===== src/rtl/switch_step_conditioner.sv =====
// ---------------------------------------------------------------------------
// switch_step_conditioner
//
// Turns a raw, bouncing push-button level into clean single-cycle step
// events for the digit counter. The pad input is synchronised, debounced,
// and converted into press/release pulses. While the button stays held and
// auto-repeat is enabled, repeat pulses are added. o_Step is the combined
// increment strobe for the consumer.
//
// Ports:
//   i_Clk        system clock, rising edge
//   i_Rst_L      asynchronous active-low reset
//   i_Switch     raw asynchronous switch level (1 = pressed)
//   i_Repeat_En  1 = auto-repeat allowed while held (synchronous)
//   o_Switch     debounced level
//   o_Press      one-cycle pulse on accepted press
//   o_Release    one-cycle pulse on accepted release
//   o_Repeat     one-cycle auto-repeat pulse
//   o_Step       o_Press | o_Repeat, registered
// ---------------------------------------------------------------------------
module switch_step_conditioner #(
  parameter int DEBOUNCE_LIMIT = 250000,
  parameter int HOLD_LIMIT     = 12500000,
  parameter int REPEAT_LIMIT   = 2500000
) (
  input  logic i_Clk,
  input  logic i_Rst_L,
  input  logic i_Switch,
  input  logic i_Repeat_En,
  output logic o_Switch,
  output logic o_Press,
  output logic o_Release,
  output logic o_Repeat,
  output logic o_Step
);

  localparam int DB_W   = $clog2(DEBOUNCE_LIMIT);
  localparam int HOLD_W = $clog2(HOLD_LIMIT);
  localparam int REP_W  = $clog2(REPEAT_LIMIT);

  localparam logic [DB_W-1:0]   DB_MAX   = DB_W'(DEBOUNCE_LIMIT - 1);
  localparam logic [HOLD_W-1:0] HOLD_MAX = HOLD_W'(HOLD_LIMIT - 1);
  localparam logic [REP_W-1:0]  REP_MAX  = REP_W'(REPEAT_LIMIT - 1);

  typedef enum logic [1:0] {
    RELEASED  = 2'd0,
    PRESSED   = 2'd1,
    REPEATING = 2'd2
  } state_t;

  logic              switch_meta;
  logic              switch_sync;
  logic [DB_W-1:0]   db_count;
  logic              rise;
  logic              fall;

  state_t            state;
  state_t            state_next;
  logic [HOLD_W-1:0] hold_count;
  logic [HOLD_W-1:0] hold_next;
  logic [REP_W-1:0]  rep_count;
  logic [REP_W-1:0]  rep_next;
  logic              press_next;
  logic              release_next;
  logic              repeat_next;

  // Two-flop synchroniser and debounce counter. Any cycle where the synced
  // level agrees with the accepted level restarts the count, so only an
  // unbroken run of DEBOUNCE_LIMIT mismatching cycles changes o_Switch.
  always_ff @(posedge i_Clk or negedge i_Rst_L) begin
    if (!i_Rst_L) begin
      switch_meta <= 1'b0;
      switch_sync <= 1'b0;
      o_Switch    <= 1'b0;
      db_count    <= '0;
    end else begin
      switch_meta <= i_Switch;
      switch_sync <= switch_meta;
      if (switch_sync != o_Switch) begin
        if (db_count == DB_MAX) begin
          o_Switch <= switch_sync;
          db_count <= '0;
        end else begin
          db_count <= db_count + DB_W'(1);
        end
      end else begin
        db_count <= '0;
      end
    end
  end

  // Acceptance events, true on the same edge that updates o_Switch, so the
  // press/release pulses appear in the same cycle as the new level.
  assign rise = switch_sync & ~o_Switch & (db_count == DB_MAX);
  assign fall = ~switch_sync & o_Switch & (db_count == DB_MAX);

  // State, counters and all pulse outputs are registered together.
  always_ff @(posedge i_Clk or negedge i_Rst_L) begin
    if (!i_Rst_L) begin
      state      <= RELEASED;
      hold_count <= '0;
      rep_count  <= '0;
      o_Press    <= 1'b0;
      o_Release  <= 1'b0;
      o_Repeat   <= 1'b0;
      o_Step     <= 1'b0;
    end else begin
      state      <= state_next;
      hold_count <= hold_next;
      rep_count  <= rep_next;
      o_Press    <= press_next;
      o_Release  <= release_next;
      o_Repeat   <= repeat_next;
      o_Step     <= press_next | repeat_next;
    end
  end

  // Next-state logic. A release overrides everything, including a repeat
  // that happens to fall due on the same edge.
  always_comb begin
    state_next   = state;
    hold_next    = hold_count;
    rep_next     = rep_count;
    press_next   = 1'b0;
    release_next = 1'b0;
    repeat_next  = 1'b0;

    if (fall) begin
      state_next   = RELEASED;
      hold_next    = '0;
      rep_next     = '0;
      release_next = 1'b1;
    end else begin
      case (state)
        RELEASED: begin
          if (rise) begin
            state_next = PRESSED;
            hold_next  = '0;
            press_next = 1'b1;
          end
        end
        PRESSED: begin
          if (!i_Repeat_En) begin
            hold_next = '0;
          end else if (hold_count == HOLD_MAX) begin
            state_next  = REPEATING;
            hold_next   = '0;
            rep_next    = '0;
            repeat_next = 1'b1;
          end else begin
            hold_next = hold_count + HOLD_W'(1);
          end
        end
        REPEATING: begin
          if (!i_Repeat_En) begin
            state_next = PRESSED;
            hold_next  = '0;
            rep_next   = '0;
          end else if (rep_count == REP_MAX) begin
            rep_next    = '0;
            repeat_next = 1'b1;
          end else begin
            rep_next = rep_count + REP_W'(1);
          end
        end
        default: begin
          state_next = RELEASED;
          hold_next  = '0;
          rep_next   = '0;
        end
      endcase
    end
  end

endmodule


===== config.mk =====
export PLATFORM = sky130hd
export DESIGN_NAME = switch_step_conditioner
export DESIGN_NICKNAME = d
export VERILOG_FILES = /design/src/rtl/switch_step_conditioner.sv
export SDC_FILE = /design/constraint.sdc
export NUM_CORES = 1
export LEC_CHECK = 0
export ABC_AREA = 1
export BUFFER_PORTS_ARGS = -buffer_cell sky130_fd_sc_hd__buf_2
export CORE_ASPECT_RATIO = 1.5
export CORE_MARGIN = 3
export CORE_UTILIZATION = 40
export DETAILED_ROUTE_END_ITERATION = 10
export PLACE_DENSITY = 0.66
export SKIP_CTS_REPAIR_TIMING = 1
export SLEW_MARGIN = 30
export SYNTH_ARGS = -nofsm -noshare
export SYNTH_HDL_FRONTEND = slang
export SYNTH_SLANG_ARGS = --single-unit

===== constraint.sdc =====
create_clock -name i_Clk -period 2.3 [get_ports i_Clk]
set_input_delay 0.46 -clock i_Clk [delete_from_list [all_inputs] [get_ports i_Clk]]
set_output_delay 0.46 -clock i_Clk [all_outputs]
set_load 0.01 [all_outputs]

==> out/results.txt, run 1 <==
Outcome -> completed
Crit path required time -> 2.52 ns
FF+latch count, synth -> 73
Hold Crit Class -> in -> async
CTS root buf -> clkbuf_16
Clock share of power -> 0.495
Grt total ovfl -> 0
Top-area cell type share of the netlist area -> 0.372
Max H-tree Level -> 3
Clock Tree Buf Depth -> 2
Syn Nets -> 737
WL per Instance -> 13.9 µm
Area leader, netlist -> dfrtp_1
First-pass GRT wire length -> 21400 µm
Int Power -> 2.07 mW
Max VDD drop -> 0.294 mV
Yosys cell types -> 32
Iteration-0 DRC count of the detailed router -> 261
Chip width -> 96.5 µm
CP Cell Sequence -> ha_1 -> nand3_2 -> nor2_1 -> nand3b_1 -> nor2_2 -> inv_1 -> nand3_1 -> nand2_1
Rows -> 48
Area delta synth->final -> 10.7%
Ratio of cells with drive above 1 in the final layout -> 0.0877
Crit path capture type -> register
Combinational power share -> 0.024
Post-synth ARST share -> 1.00
GRT Resource Usage Total -> 0.197
Initial antenna violation count -> 0
Switch Pwr -> 0.626 mW
Top cells by area, synth -> dfrtp_1 (37%), nand2_1 (17%), nor2_1 (8.3%)
CTS tree -> done
PortBufs -> 8
Core Area -> 0.0118 mm²
Drt total wl -> 12400 µm
Final period utilization -> 0.891
Crit path time final -> 2.05 ns
Worst path max stage delay -> 0.44 ns
CTS buffer count -> 9
Starting Density -> 0.417
Worst setup SP type -> register
Cells after Synth -> 724
Reg power frac -> 0.481
Post-Layout Inst Area -> 0.00544 mm²
Detailed placer's ending HPWL -> 9280 µm
Final Max Slew Viols -> 0
Slowest cell on crit path -> nor2_2
Setup Skew -> 0.00916 ns
Yosys warns -> 0
Max transition margin -> 0.552
Worst-path fanout max -> 10
Via-per-instance ratio -> 5.21
Setup TNS -> 0 ns
Multi-input logic area -> 0.00266 mm²
Clock Latency Late Sink -> 0.34 ns
Ys flop type -> dfrtp_1
Avg Synthesized Cell Area -> 6.78 µm²
Vias in the first global route -> 4646
Total of fill cells in the finished design -> 1226
Switching Share -> 0.232
Number of max-cap violations -> 0
DIE HEIGHT -> 142 µm
Synthesized area -> 0.00491 mm²
1st-pass router iterations -> 4
CTS sink cnt -> 73
Routability cong. -> 0.935
Final setup vio count -> 0
Clock slew at reported path FFs -> 0.06 ns
Total die area -> 0.0137 mm²
Most common cell in the netlist -> nand2_1
Layout Utilization -> 0.462
Number of antenna diodes -> 0
Nets@finish -> 749
Post-DRT Antenna Nets -> 0
Synth cell count leaders -> nand2_1 (225), nor2_1 (109), inv_1 (82)
WP buf/inv -> 1
Fmax -> 0.488 GHz
Worst Tran Pin Value -> 0.671 ns
FF/Latch Area -> 0.00183 mm²
Final Hold Fails -> 0
CP top delay family -> simple AND/OR/NAND/NOR gates
DRC -> 0
Place WS -> 0.0551 ns
Crit path kind -> reg -> reg
Io pins -> 9
Worst setup margin -> 0.251 ns
Critical Path AT -> 2.27 ns
Post-synth EDFFs -> 0
Hold Slack -> 0.0609 ns
Routed via count -> 4644
PD cells -> 496 mW/mm²
Largest net degree at the start of global routing -> 44
Sequential area share after synthesis -> 0.372
Area after DPL -> 0.00515 mm²
Leak pwr -> 2.59 nW
RSZ-0062 raised after global routing -> false
==> per-layer routing <==
layer | vias up | track usage | routed length, µm
li1 | 2326 | - | -
met1 | 2197 | 0.221 | 4880
met2 | 89 | 0.358 | 6690
met3 | 32 | 0.0196 | 319
met4 | 0 | 0.104 | 467
met5 | - | 0 | 0
==> power by group through the flow <==
| stage | logic [mW] | registers, mW | clock network [mW] |
|---|---|---|---|
| after floorplan | 0.0196 | 1.32 | 0 |
| after global placement | 0.0662 | 1.32 | 0 |
| after detailed placement | 0.0681 | 1.32 | 0 |
| after CTS | 0.0684 | 1.30 | 1.36 |
| after global routing | 0.0748 | 1.29 | 1.42 |
| final | 0.0653 | 1.30 | 1.33 |
==> layout by cell type, fill, tap and decap left out, drive strengths merged <==
master    count
nor4          2
nand4        28
clkbuf       10
clkinv        3
inv          87
mux2i         1
buf          20
nor3         21
a21boi        1
clkinvlp      2
o21a          1
nand2       227
o21ai        13
xnor2         6
ha            9
nor2        116
xor2         19
a21oi         5
nand3        89
nor3b         1
dfrtp        73
nand3b        7
==> layout make-up <==
class | instances | area share
Inverter | 86 | 0.0599
Sequential cell | 73 | 0.336
Clock inverter | 6 | 0.00783
Tap cell | 150 | 0.0345
Timing Repair Buffer | 20 | 0.0290
Multi-Input combinational cell | 546 | 0.489
Clock buffer | 10 | 0.0440
==> worst paths after layout <==
kind / start / end / slack, ns / cells after the start
worst min register to register: switch_meta / switch_sync / 0.36 / 0
worst max register to register: db_count[1] / hold_count[9] / 0.25 / 8
min in group i_Clk: i_Switch / switch_meta / 0.23 / 1
worst max-delay path: db_count[1] / hold_count[9] / 0.25 / 8
max in group asynchronous: i_Rst_L / hold_count[6] / 1.65 / 2
worst min-delay path: i_Rst_L / rep_count[18] / 0.06 / 1
==> state kept, by name (all words and copies together) (netlist names) <==
register / cells
o_Press: 1
switch_sync: 1
db_count: 18
state: 2
rep_count: 22
o_Step: 1
o_Switch: 1
o_Release: 1
o_Repeat: 1
hold_count: 24
switch_meta: 1
==> kinds of logic after synthesis <==
logic type	Yosys count	synth area share
xor gates and xnor gates	25	0.0446
muxes	1	0.00204
buffers and inverters	105	0.0887
adders and majority gates	9	0.0229
DFF	73	0.372
and+or+nand+nor	491	0.448
AOI/OAI and AO/OA	20	0.0214
==> stage by stage <==
stage               std cells  power (mW)
floorplan                 724        1.34
global placement          875        1.38
detailed placement        875        1.39
CTS                       891        2.73
global route              891        2.79
finish                    891        2.70
No activity file was read; power rests on OpenSTA's default activity.
==> inputs of run 2 (changes only) <==
Settings changed: ABC_AREA 1 to unset, CAP_MARGIN set to 20.
==> run 2 against run 1 <==
Effect of this change: the flow now finishes with violations (setup timing); synthesized cell count decreased by 41%; first-iteration DRC count shrank 50%; sequential share of layout area rose by 2.1 points; maximum frequency is 14% lower; clock power rose by 4%; via count down 23%; power increased by 2.9%; final cell count shrank 31%; global-route usage down 1.4 points; clock skew increased by 0.0017 ns; combinational power increased by 30%.
==> out/results.txt, run 2 <==
Top-area cell type share of the netlist area -> 0.462 (was 0.372)
Max transition margin -> 0.433 (was 0.552)
Area after DPL -> 0.00452 mm² (was 0.00515 mm²)
Critical Path AT -> 2.63 ns (was 2.27 ns)
Number of antenna diodes -> 0 (unchanged)
Total die area -> 0.0111 mm² (was 0.0137 mm²)
Nets@finish -> 507 (was 749)
Outcome -> finished, violations left (was completed)
Hold Crit Class -> in -> async (unchanged)
Most frequent cells in the layout -> dfrtp_1 (73), buf_4 (53), nor2_1 (42) (was nand2_1 (225), nor2_1 (108), inv_1 (82))
Largest net degree at the start of global routing -> 39 (was 44)
Final Max Slew Viols -> 0 (unchanged)
Routability cong. -> 0.841 (was 0.935)
DRC -> 0 (unchanged)
Max VDD drop -> 0.360 mV (was 0.294 mV)
Crit path required time -> 2.56 ns (was 2.52 ns)
Post-DRT Antenna Nets -> 0 (unchanged)
Worst-path fanout max -> 5 (was 10)
Area leader, netlist -> dfrtp_1 (unchanged)
Crit path time final -> 2.37 ns (was 2.05 ns)
Vias in the first global route -> 3524 (was 4646)
Avg Synthesized Cell Area -> 9.28 µm² (was 6.78 µm²)
Reg2reg path depth -> 7 (was 8)
Post-synth ARST share -> 1.00 (unchanged)
Clock slew at reported path FFs -> 0.07 ns (was 0.06 ns)
Final Hold Fails -> 0 (unchanged)
Layout Utilization -> 0.540 (was 0.462)
Final period utilization -> 1.03 (was 0.891)
Io pins -> 9 (unchanged)
GRT Resource Usage Total -> 0.183 (was 0.197)
Max H-tree Level -> 3 (unchanged)
Final cell count without fillers -> 611 (was 891)
Synthesized area -> 0.00396 mm² (was 0.00491 mm²)
Leak pwr -> 2.20 nW (was 2.59 nW)
Ratio of cells with drive above 1 in the final layout -> 0.255 (was 0.0877)
Yosys cell types -> 48 (was 32)
WL per Instance -> 16.3 µm (was 13.9 µm)
Syn Nets -> 439 (was 737)
CTS buffer count -> 9 (unchanged)
Worst setup SP type -> register (unchanged)
Crit path capture type -> register (unchanged)
Post-synth EDFFs -> 0 (unchanged)
Most common cell after layout, fill and taps aside -> dfrtp_1 (was nand2_1)
CTS sink cnt -> 73 (unchanged)
DIE HEIGHT -> 128 µm (was 142 µm)
DRT met1 WL -> 4110 µm (was 4880 µm)
Crit path kind -> reg -> reg (unchanged)
Hold Slack -> 0.0767 ns (was 0.0609 ns)
Post-Layout Inst Area -> 0.00511 mm² (was 0.00544 mm²)
Highest metal used -> met4 (unchanged)
Placed insts -> 584 (was 875)
Max reg flops -> 24 (unchanged)
CTS root buf -> clkbuf_16 (unchanged)
Detailed placer's ending HPWL -> 6710 µm (was 9280 µm)
Starting Density -> 0.418 (was 0.417)
1st-pass router iterations -> 5 (was 4)
Setup Skew -> 0.0108 ns (was 0.00916 ns)
PortBufs -> 8 (unchanged)
Via-per-instance ratio -> 5.84 (was 5.21)
Grt total ovfl -> 0 (unchanged)
Worst setup margin -> -0.0744 ns (was 0.251 ns)
Number of max-cap violations -> 0 (unchanged)
Synth cell count leaders -> dfrtp_1 (73), nor2_1 (44), nand2_1 (38) (was nand2_1 (225), nor2_1 (109), inv_1 (82))
Biggest register -> hold_count (unchanged)
Cells after Synth -> 426 (was 724)
Final setup vio count -> 7 (was 0)
Wire length on met3 -> 344 µm (was 319 µm)
Core Area -> 0.00947 mm² (was 0.0118 mm²)
Biggest registers after layout -> hold_count: 24 flops, rep_count: 22 flops, db_count: 18 flops (unchanged)
Worst Tran Pin Value -> 0.842 ns (was 0.671 ns)
Routed via count -> 3567 (was 4644)
Post-route total power -> 2.77 mW (was 2.70 mW)
First-pass GRT wire length -> 16400 µm (was 21400 µm)
Rows -> 43 (was 48)
Chip width -> 87.2 µm (was 96.5 µm)
Met2 routed WL -> 5240 µm (was 6690 µm)
Violated checks -> setup timing
Drt total wl -> 9950 µm (was 12400 µm)
Clock Tree Buf Depth -> 2 (unchanged)
PD cells -> 542 mW/mm² (was 496 mW/mm²)
Clock Latency Late Sink -> 0.34 ns (about the same)
Yosys warns -> 0 (unchanged)
Most common cell in the netlist -> dfrtp_1 (was nand2_1)
CTS tree -> done (unchanged)
Iteration-0 DRC count of the detailed router -> 130 (was 261)
FF+latch count, synth -> 73 (unchanged)
Area delta synth->final -> 29.3% (was 10.7%)
RSZ-0062 raised after global routing -> true (was false)
Initial antenna violation count -> 0 (unchanged)
Fmax -> 0.421 GHz (was 0.488 GHz)
Top cells by area, synth -> dfrtp_1 (46%), nor2_1 (4.2%), nand3_1 (4.0%) (was dfrtp_1 (37%), nand2_1 (17%), nor2_1 (8.3%))
Sequential area share after synthesis -> 0.462 (was 0.372)
Ys flop type -> dfrtp_1 (unchanged)
run 2: kinds of logic (layout without fill, tap and decap cells):
| family | Yosys count | in the layout | share of synthesized area |
|---|---|---|---|
| compound gates | 99 | 99 | 0.163 |
| xor+xnor | 16 | 16 | 0.0354 |
| fa+ha+maj | 9 | 9 | 0.0285 |
| buf+inv | 28 | 101 | 0.0310 |
| simple gates | 195 | 195 | 0.265 |
| flops | 73 | 73 | 0.462 |
| mux | 6 | 6 | 0.0155 |
run 2: layout make-up:
type | instances | area (µm²)
clock inverters | 7 | 66.3
inverters | 13 | 51.3
clock buffers | 9 | 225
well taps | 112 | 140
multi-input cells | 325 | 2170
flip-flops and latches | 73 | 1830
fillers | 843 | 4350
repair buffers | 72 | 631
run 2: path summary, 6_finish.rpt:
kind	from	end	slack (ns)
max reg2reg	db_count[10]	hold_count[14]	-0.07
min	i_Rst_L	hold_count[1]	0.08
min in group i_Clk	i_Switch	switch_meta	0.23
max in group asynchronous	i_Rst_L	rep_count[8]	1.64
max	db_count[10]	hold_count[14]	-0.07
min reg2reg	switch_meta	switch_sync	0.39
run 2: through the flow:
stage / setup TNS [ns] / setup WS (ns)
2_1_floorplan: 0 / 0.0621
3_3_place_gp: 0 / 0.0210
3_5_place_dp: -0.0178 / -0.0178
4_1_cts: -0.0824 / -0.0277
5_1_grt: -1.57 / -0.141
6_report: -0.225 / -0.0744
run 2: per-layer routing:
layer  global-route usage  vias up
met5                    0        -
li1                     -     1698
met1                0.220     1747
met2                0.319       99
met3               0.0341       23
met4               0.0705        0
run 2: power breakdown:
group	internal, mW	leakage [nW]	switching, mW
clock network	0.763	0.145	0.617
logic	0.0316	1.08	0.0537
registers	1.30	0.980	0.0110
total	2.09	2.20	0.682
run 2: critical path, stage by stage (launching register included):
cell and delay (ns):
dfrtp_1 0.38, or4b_4 0.55, nor4_4 0.25, buf_4 0.20
a31oi_4 0.12, o21a_4 0.23, or3_4 0.39, o31ai_2 0.17
